$ cat src/rtl/noise_gate_if.sv
// Sample stream bundle for noise_gate: input sample/valid and gated output sample/valid.
// The master drives the input side; the slave (the gate) drives the output side.
interface noise_gate_if #(
  parameter int WIDTH = 32
) ();
  logic             io_in_valid;
  logic [WIDTH-1:0] io_in_value;
  logic             io_out_valid;
  logic [WIDTH-1:0] io_out_value;

  modport master (
    output io_in_valid, io_in_value,
    input  io_out_valid, io_out_value
  );

  modport slave (
    input  io_in_valid, io_in_value,
    output io_out_valid, io_out_value
  );
endinterface

$ cat src/rtl/noise_gate.sv
// Downward-expanding noise gate: peak envelope, five-state hysteresis FSM with hold and linear gain ramps.
// Optional NOISE_GATE_DEBUG_EN exposes the envelope register and the gate state.
module noise_gate #(
  parameter int unsigned WIDTH        = 32,
  parameter int unsigned FRAC         = 20,
  parameter int unsigned THRESH_OPEN  = 65536,
  parameter int unsigned THRESH_CLOSE = 32768,
  parameter int unsigned HOLD_SAMPLES = 64,
  parameter int unsigned GAIN_STEP    = 16384,
  parameter int unsigned DECAY_SHIFT  = 6
) (
  input  logic          clock,
  input  logic          reset,
  noise_gate_if.slave   bus
`ifdef NOISE_GATE_DEBUG_EN
  ,
  output logic [WIDTH-1:0] io_env_value,
  output logic [2:0]       io_gate_state
`endif
);

  localparam int GW = FRAC + 1;
  localparam int CW = $clog2(HOLD_SAMPLES + 1);

  localparam logic [WIDTH-1:0] SMIN     = {1'b1, {(WIDTH-1){1'b0}}};
  localparam logic [WIDTH-1:0] SMAX     = {1'b0, {(WIDTH-1){1'b1}}};
  localparam logic [WIDTH-1:0] TH_OPEN  = WIDTH'(THRESH_OPEN);
  localparam logic [WIDTH-1:0] TH_CLOSE = WIDTH'(THRESH_CLOSE);
  localparam logic [GW-1:0]    ONE_G    = {1'b1, {FRAC{1'b0}}};
  localparam logic [GW-1:0]    STEP     = GW'(GAIN_STEP);
  localparam logic [CW-1:0]    HOLD_LD  = CW'(HOLD_SAMPLES - 1);

  typedef enum logic [2:0] {
    ST_CLOSED  = 3'd0,
    ST_OPENING = 3'd1,
    ST_OPEN    = 3'd2,
    ST_HOLD    = 3'd3,
    ST_CLOSING = 3'd4
  } state_e;

  state_e              state_q, state_d;
  logic [WIDTH-1:0]    env_q, env_d;
  logic [GW-1:0]       gain_q, gain_d;
  logic [CW-1:0]       cnt_q, cnt_d;
  logic [WIDTH-1:0]    x_q;
  logic [GW-1:0]       g_q;
  logic                v1_q;
  logic                out_valid_q;
  logic [WIDTH-1:0]    out_value_q;

  logic [WIDTH-1:0]    abs_val, decayed;
  logic [GW-1:0]       gain_up, gain_dn;
  logic                open_hit, below_close;
  logic signed [63:0]  prod;
  logic [WIDTH-1:0]    out_next;

  // NOTE: every variable written in always_comb gets a default first, so no path can infer a latch.
  always_comb begin
    abs_val = bus.io_in_value;
    if (bus.io_in_value[WIDTH-1]) begin
      abs_val = (bus.io_in_value == SMIN) ? SMAX : -bus.io_in_value;
    end
    decayed     = env_q - (env_q >> DECAY_SHIFT);
    env_d       = (abs_val > decayed) ? abs_val : decayed;
    open_hit    = (env_d >= TH_OPEN);
    below_close = (env_d < TH_CLOSE);
    gain_up     = (gain_q >= ONE_G - STEP) ? ONE_G : gain_q + STEP;
    gain_dn     = (gain_q <= STEP) ? '0 : gain_q - STEP;
  end

  // Next-state logic; only consulted on valid samples.
  always_comb begin
    state_d = state_q;
    unique case (state_q)
      ST_CLOSED:  if (open_hit) state_d = ST_OPENING;
      ST_OPENING: if (gain_up == ONE_G) state_d = ST_OPEN;
      ST_OPEN:    if (below_close) state_d = ST_HOLD;
      ST_HOLD: begin
        if (open_hit)            state_d = ST_OPEN;
        else if (cnt_q == '0)    state_d = ST_CLOSING;
      end
      ST_CLOSING: begin
        if (open_hit)            state_d = ST_OPENING;
        else if (gain_dn == '0)  state_d = ST_CLOSED;
      end
      default:                   state_d = ST_CLOSED;
    endcase
  end

  // Gain follows the state being entered, so the ramp starts on the very sample that opens the gate.
  always_comb begin
    gain_d = gain_q;
    cnt_d  = cnt_q;
    unique case (state_d)
      ST_CLOSED:  gain_d = '0;
      ST_OPENING: gain_d = gain_up;
      ST_OPEN:    gain_d = ONE_G;
      ST_HOLD:    gain_d = ONE_G;
      ST_CLOSING: gain_d = gain_dn;
      default:    gain_d = '0;
    endcase
    if (state_q == ST_OPEN && state_d == ST_HOLD) begin
      cnt_d = HOLD_LD;
    end else if (state_q == ST_HOLD && state_d == ST_HOLD) begin
      cnt_d = cnt_q - CW'(1);
    end
  end

  // 64-bit signed product, arithmetic shift by FRAC, truncate; gain=ONE returns x exactly.
  assign prod     = 64'($signed(x_q)) * $signed(64'({1'b0, g_q}));
  assign out_next = WIDTH'(prod >>> FRAC);

  // NOTE: sequential state uses non-blocking assignments so every register samples pre-edge values.
  always_ff @(posedge clock) begin
    if (reset) begin
      state_q     <= ST_CLOSED;
      env_q       <= '0;
      gain_q      <= '0;
      cnt_q       <= '0;
      x_q         <= '0;
      g_q         <= '0;
      v1_q        <= 1'b0;
      out_valid_q <= 1'b0;
      out_value_q <= '0;
    end else begin
      v1_q        <= bus.io_in_valid;
      out_valid_q <= v1_q;
      if (bus.io_in_valid) begin
        x_q     <= bus.io_in_value;
        g_q     <= gain_q;
        env_q   <= env_d;
        state_q <= state_d;
        gain_q  <= gain_d;
        cnt_q   <= cnt_d;
      end
      if (v1_q) begin
        out_value_q <= out_next;
      end
    end
  end

  assign bus.io_out_valid = out_valid_q;
  assign bus.io_out_value = out_value_q;

`ifdef NOISE_GATE_DEBUG_EN
  assign io_env_value  = env_q;
  assign io_gate_state = state_q;
`endif

endmodule

$ cat src/flat_wrapper.sv
// flat-port wrapper written by rule: the top's interface ports become plain ports
module noise_gate_flat 
#(
  parameter int unsigned WIDTH        = 32,
  parameter int unsigned FRAC         = 20,
  parameter int unsigned THRESH_OPEN  = 65536,
  parameter int unsigned THRESH_CLOSE = 32768,
  parameter int unsigned HOLD_SAMPLES = 64,
  parameter int unsigned GAIN_STEP    = 16384,
  parameter int unsigned DECAY_SHIFT  = 6
)
  (clock, reset, bus_io_in_valid, bus_io_in_value, bus_io_out_valid, bus_io_out_value);
  noise_gate_if #(.WIDTH(WIDTH)) bus_i ();
  input  logic clock;
  input  logic reset;
  input wire logic [$bits(bus_i.io_in_valid)-1:0] bus_io_in_valid;
  input wire logic [$bits(bus_i.io_in_value)-1:0] bus_io_in_value;
  output wire logic [$bits(bus_i.io_out_valid)-1:0] bus_io_out_valid;
  output wire logic [$bits(bus_i.io_out_value)-1:0] bus_io_out_value;
  assign bus_i.io_in_valid = bus_io_in_valid;
  assign bus_i.io_in_value = bus_io_in_value;
  assign bus_io_out_valid = bus_i.io_out_valid;
  assign bus_io_out_value = bus_i.io_out_value;
  noise_gate #(.WIDTH(WIDTH), .FRAC(FRAC), .THRESH_OPEN(THRESH_OPEN), .THRESH_CLOSE(THRESH_CLOSE), .HOLD_SAMPLES(HOLD_SAMPLES), .GAIN_STEP(GAIN_STEP), .DECAY_SHIFT(DECAY_SHIFT)) u_core (.clock(clock), .reset(reset), .bus(bus_i));
endmodule
$ cat config.mk
export PLATFORM = sky130hd
export DESIGN_NAME = noise_gate_flat
export DESIGN_NICKNAME = d
export VERILOG_FILES = /design/src/rtl/noise_gate_if.sv /design/src/rtl/noise_gate.sv /design/src/flat_wrapper.sv
export SDC_FILE = /design/constraint.sdc
export NUM_CORES = 2
export LEC_CHECK = 0
export ABC_AREA = 1
export ABC_CLOCK_PERIOD_IN_PS = 8100
export BUFFER_PORTS_ARGS = -buffer_cell sky130_fd_sc_hd__buf_2
export CELL_PAD_IN_SITES_DETAIL_PLACEMENT = 0
export CELL_PAD_IN_SITES_GLOBAL_PLACEMENT = 2
export CORE_UTILIZATION = 39
export CTS_CLUSTER_DIAMETER = 50
export DETAILED_ROUTE_END_ITERATION = 12
export PLACE_DENSITY = 0.94
export SETUP_SLACK_MARGIN = 0.02
export SYNTH_ARGS = -nofsm -noshare
export SYNTH_HDL_FRONTEND = slang
export SYNTH_SLANG_ARGS = --single-unit
export TNS_END_PERCENT = 10
$ cat constraint.sdc
create_clock -name clock -period 8.1 [get_ports clock]
set_input_delay 0.405 -clock clock [delete_from_list [all_inputs] [get_ports clock]]
set_output_delay 0.405 -clock clock [all_outputs]
set_load 0.1 [all_outputs]
Word-level counts from Yosys, hierarchy flattened
Cells that the tools add are included.
W data, S select, Z words.
{"block": "classes", "addsub": 5, "multipliers": 1, "order_cmp": 5, "eq_ne": 10, "muxes": 16, "n_reduce_logical": 8}
{"cell": "$mux W32", "count": 3}
{"cell": "$pmux W21 S3", "count": 1}
{"cell": "$mul A32 B22 Y52", "count": 1}
{"cell": "$mux W21", "count": 2}
{"cell": "$eq A32 B32 Y1 const B", "count": 1}
{"cell": "$ge A32 B17 Y1 const B", "count": 1}
{"cell": "$gt A32 B32 Y1", "count": 1}
{"cell": "$lt A32 B16 Y1 const B", "count": 1}
{"cell": "$neg A32 Y32", "count": 1}
{"cell": "$sub A32 B26 Y32", "count": 1}
{"cell": "$add A21 B15 Y21 const B", "count": 1}
{"cell": "$eq A21 B21 Y1 const B", "count": 1}
{"cell": "$ge A21 B20 Y1 const B", "count": 1}
{"cell": "$le A21 B15 Y1 const B", "count": 1}
{"cell": "$logic_not A21 Y1", "count": 1}
{"cell": "$mux W3", "count": 7}
{"cell": "$sub A21 B15 Y21 const B", "count": 1}
{"cell": "$pmux W3 S5", "count": 1}
{"cell": "$mux W7", "count": 2}
{"cell": "$eq A3 B2 Y1 const B", "count": 4}
{"cell": "$logic_not A7 Y1", "count": 1}
{"cell": "$sub A7 B1 Y7 const B", "count": 1}
{"cell": "$eq A3 B1 Y1 const B", "count": 2}
{"cell": "$eq A3 B3 Y1 const B", "count": 2}
{"cell": "5 further kinds", "count": 6}
{"block": "totals", "regBits": 150, "in_bits": 35, "out_inout_bits": 33}

Depth between registers and ports, before layout
{"block": "logic_depth", "word_depth": 12, "ltp_mapped": 40, "mapped_depth_nobuf": 37}

Worst setup path before layout
OpenSTA, ideal clock, no wires.
{"block": "synth_path", "path_kind": "register to register", "start": "reg u_core.g_q[5]", "end": "reg u_core.out_value_q[29], in the netlist u_core.bus.io_out_value[29]", "arrival_ns": 6.478, "required_time_ns": 8.039, "slack_ns": 1.561, "stages_incl_launch_ff": 27, "period_less_slack_ns": 6.539, "cell_sequence": "dfxtp_1 clkbuf_1 clkbuf_1 nand2_1 inv_1 fa_1 fa_1 fa_1 fa_1 inv_1 fa_1 inv_1 fa_1 inv_1 fa_1 inv_1 ha_1 a21oi_1 inv_1 a31oi_1 o21ai_0 a211oi_1 o31ai_1 or2_2 nand3_1 o211ai_1 inv_1"}
{"block": "synth_via", "elab_chain_cells": 1}
{"element": "start: declaration", "line_no": "noise_gate.sv:46", "source": "logic [GW-1:0] g_q;"}
{"element": "start signal: assignment", "line_no": "noise_gate.sv:130", "source": "g_q <= gain_q;"}
{"element": "$mul A32 B22 Y52", "line_no": "noise_gate.sv:110", "source": "assign prod = 64'($signed(x_q)) * $signed(64'({1'b0, g_q}));"}
{"element": "end signal: assignment", "line_no": "noise_gate.sv:137", "source": "out_value_q <= out_next;"}
{"element": "end: declaration", "line_no": "noise_gate.sv:49", "source": "logic [WIDTH-1:0] out_value_q;"}
No other way between the ends.
A chain may end at the register's enable or synchronous reset.

Worst setup path after layout
{"block": "layout_path", "start": "reg u_core.g_q[9]", "end": "reg u_core.out_value_q[30], in the netlist u_core.bus.io_out_value[30]"}
The elaborated chain is that of the path after synthesis.

==> flow_summary_export.csv <==
group,metric,value,unit
synthesis,yosys_warnings,0,
die,rows,108,
synthesis,synthAdderAreaFrac,45.1,%
cells_and_area,syn2layout_area_growth,6.41,%
global_routing,grt_pass1_vias,29100,
global_routing,grt_pass1_wl,160000,µm
clocking,cts_max_path_buffers,2,
placed_design,place.detailed.hpwl,81800,µm
synthesis,synth_xor_area_share,1.42,%
cells_and_area,regArea,3010,µm²
run,maxCapViolations,0,
clocking,cts_tree,"done",
timing,min_period_over_period,93.4,%
synthesis,postSynthCellCount,4784,
hold_path,hp-class,"input port to flip-flop",
global_routing,gr-usage-all-layers,22.7,%
timing,setup_slack,0.538,ns
synthesis,yosys_register_bits,150,
die,die_area,89600,µm²
synthesis,synth_area_per_cell,7.20,µm²
clocking,cts-root-buf,"clkbuf_16",
critical_path,start_kind,"flip-flop",
timing,rsz0062_at_grt,"no",
die,coreArea,87200,µm²
synthesis,synth_edf_count,0,
timing,drv_slew,0,
critical_path,slowest_stage,"dfxtp_1",
placed_design,dp_slack,0.304,ns
die,start_util,39.5,%
timing,fmax,132,MHz
clocking,cts_buffers,17,
global_routing,grt_util_met3,3.32,%
cells_and_area,fillers,9184,
global_routing,grt_overflow,0,
clocking,cts_setup_buffers,0,
timing,min_period,7.56,ns
critical_path,arrival,7.93,ns
synthesis,synth_most_common_cell,"inv_1",
synthesis,synth.distinct_cells,54,
routing,post_drt_wl_per_cell,16.4,µm
timing,setup_violations,0,
routing,detail_route.first_pass.iterations,6,
routing,drt_drc_violations_left,0,
clocking,htreeDepth,4,
synthesis,synth_top_flop_cell,"dfxtp_1",
clocking,hold_buffers,0,
synthesis,synth-simple-area-share,21.0,%
cells_and_area,n_antenna_cell,0,
die,die_height,299,µm
timing,finalHoldViolCount,0,
synthesis,seq_area_frac_synth,8.71,%
routing,first_iter_violations,1657,
placed_design,place_congestion,0.878,
die,io_pins,68,
global_routing,use_met2,35.4,%
power_and_ir_drop,vdd_ir_drop_max,0.359,mV
cells_and_area,multi_input_area,25600,µm²
timing,tightest_slew,1.19,ns
timing,skew,0.0218,ns
clocking,clkLatencyLatePin,0.49,ns
die,die_w,299,µm
synthesis,syn_nets,5668,
synthesis,synth_top_family_by_area,"adder cells",
critical_path,worstPathRequired,8.47,ns
routing,viasPerCell,4.81,
synthesis,synth_top_area_cell,"fa_1",
synthesis,ys_top_cells_by_area,"fa_1, inv_1, nand2_1",
routing,num_vias,28400,
synthesis,async_flop_share,0,%
synthesis,netlist.area_leader.share,38.0,%
clocking,clkSinkCount,150,
synthesis,syn_area,34500,µm²
power_and_ir_drop,p_per_area,216,nW/µm²
synthesis,yosys-top-cells-count,"inv_1, nand2_1, fa_1, nor2_1, a21oi_1",
timing,tns,0,ns
critical_path,critPathMaxStageDelay,0.84,ns
cells_and_area,nNetsFinal,5623,
critical_path,worst-setup-path-type,"flip-flop to flip-flop",
synthesis,synth-compound-area-share,6.86,%
critical_path,worstPathMaxFanout,17,
run_status,status,"finished, final reports clean",
global_routing,busiest_layer,"met2",
routing,postRouteWirelength,96900,µm
global_routing,antenna_found_initial,1,
power_and_ir_drop,p_leak,20.0,nW
global_routing,met1_usage,33.6,%
timing,slew_headroom,20.9,%
placed_design,io_buffers,67,
global_routing,grt_max_degree,93,
routing,drt.antenna.violating_nets,0,
cells_and_area,drive_above_1_share,5.37,%
clocking,path_clk_slew,0.08,ns
critical_path,endpoint_kind,"flip-flop",
synthesis,muxShareOfSynthArea,0,%
[kinds of logic (layout without fill, tap and decap cells)]
family / count (synthesis) / after routing
AOI/OAI and AO/OA: 437 / 437
xor gates and xnor gates: 56 / 56
adders and majority gates: 849 / 849
buffers and inverters: 1546 / 1514
DFF: 150 / 150
and+or+nand+nor: 1746 / 1746
[area by class of cell]
| type | count | area share (%) |
|---|---|---|
| inverter | 1337 | 13.7 |
| sequential | 150 | 8.20 |
| multi-input combinational | 3088 | 69.9 |
| timing repair buffer | 145 | 2.60 |
| clock buffer | 17 | 1.16 |
| tap | 1155 | 3.94 |
| clock inverter | 15 | 0.566 |
[routing by layer]
layer	share of wire (%)	up-vias
li1	-	13800
met1	49	13900
met2	44	646
met3	5.4	68
met4	1.2	0
met5	0	-
[critical path, delay by kind of cell (launching register included)]
| kind | cells | cell delay, ns |
|---|---|---|
| AOI/OAI and AO/OA | 5 | 1.17 |
| and+or+nand+nor | 7 | 0.78 |
| DFF | 1 | 0.84 |
| adders and majority gates | 8 | 3.94 |
| buffers and inverters | 8 | 0.70 |
[sequential cells by signal, summed over array words and instances (netlist names)]
register,flops
u_core.bus.io_out_valid,1
u_core.bus.io_out_value,32
u_core.cnt_q,7
u_core.env_q,32
u_core.g_q,21
u_core.gain_q,21
u_core.state_q,3
u_core.v1_q,1
u_core.x_q,32
[timing repair]
| item | CTS | global route |
|---|---|---|
| resized for setup | 0 | 4 |
| hold endpoints to repair | 0 | 0 |
| setup endpoints to repair | 0 | 7 |
[report_power, final]
part / internal [W] / leakage, nW / switching [W]
clock: 0.000449 / 0.300 / 0.000433
combinational: 0.00195 / 18.4 / 0.00410
sequential: 0.000847 / 1.24 / 0.000137
[worst paths after layout]
kind,start,end,slack (ns),depth (start not counted)
hold reg to reg,u_core.gain_q[4],u_core.gain_q[4],0.45,2
setup / recovery,u_core.g_q[9],u_core.bus.io_out_value[30],0.54,28
setup reg to reg,u_core.g_q[9],u_core.bus.io_out_value[30],0.54,28
hold / removal,bus_io_in_value[2],u_core.x_q[2],0.22,3
[cells in the final DEF (no fill, tap or decap), types with 28 or more instances in the layout]
master and instances:
inv_1 1321, nand2_1 1207, fa_1 654, nor2_1 255
a21oi_1 217, ha_1 195, nand3_1 154, o21ai_0 152
dfxtp_1 146, buf_4 76, buf_2 66, xnor2_1 28
xor2_1 28
[through the flow]
stage	power [W]	util (%)	hold slack, ns	instances	instance area, µm²
2_1_floorplan	0.00534	-	0.430	4784	34500
3_3_place_gp	0.00700	41.3	0.439	5875	36000
3_5_place_dp	0.00700	41.3	0.445	5875	36000
4_1_cts	0.00794	42.1	0.203	5907	36700
5_1_grt	0.00884	42.1	0.228	5907	36700
6_report	0.00792	42.1	0.223	5907	36700
Power figures use the tool's default switching activity.
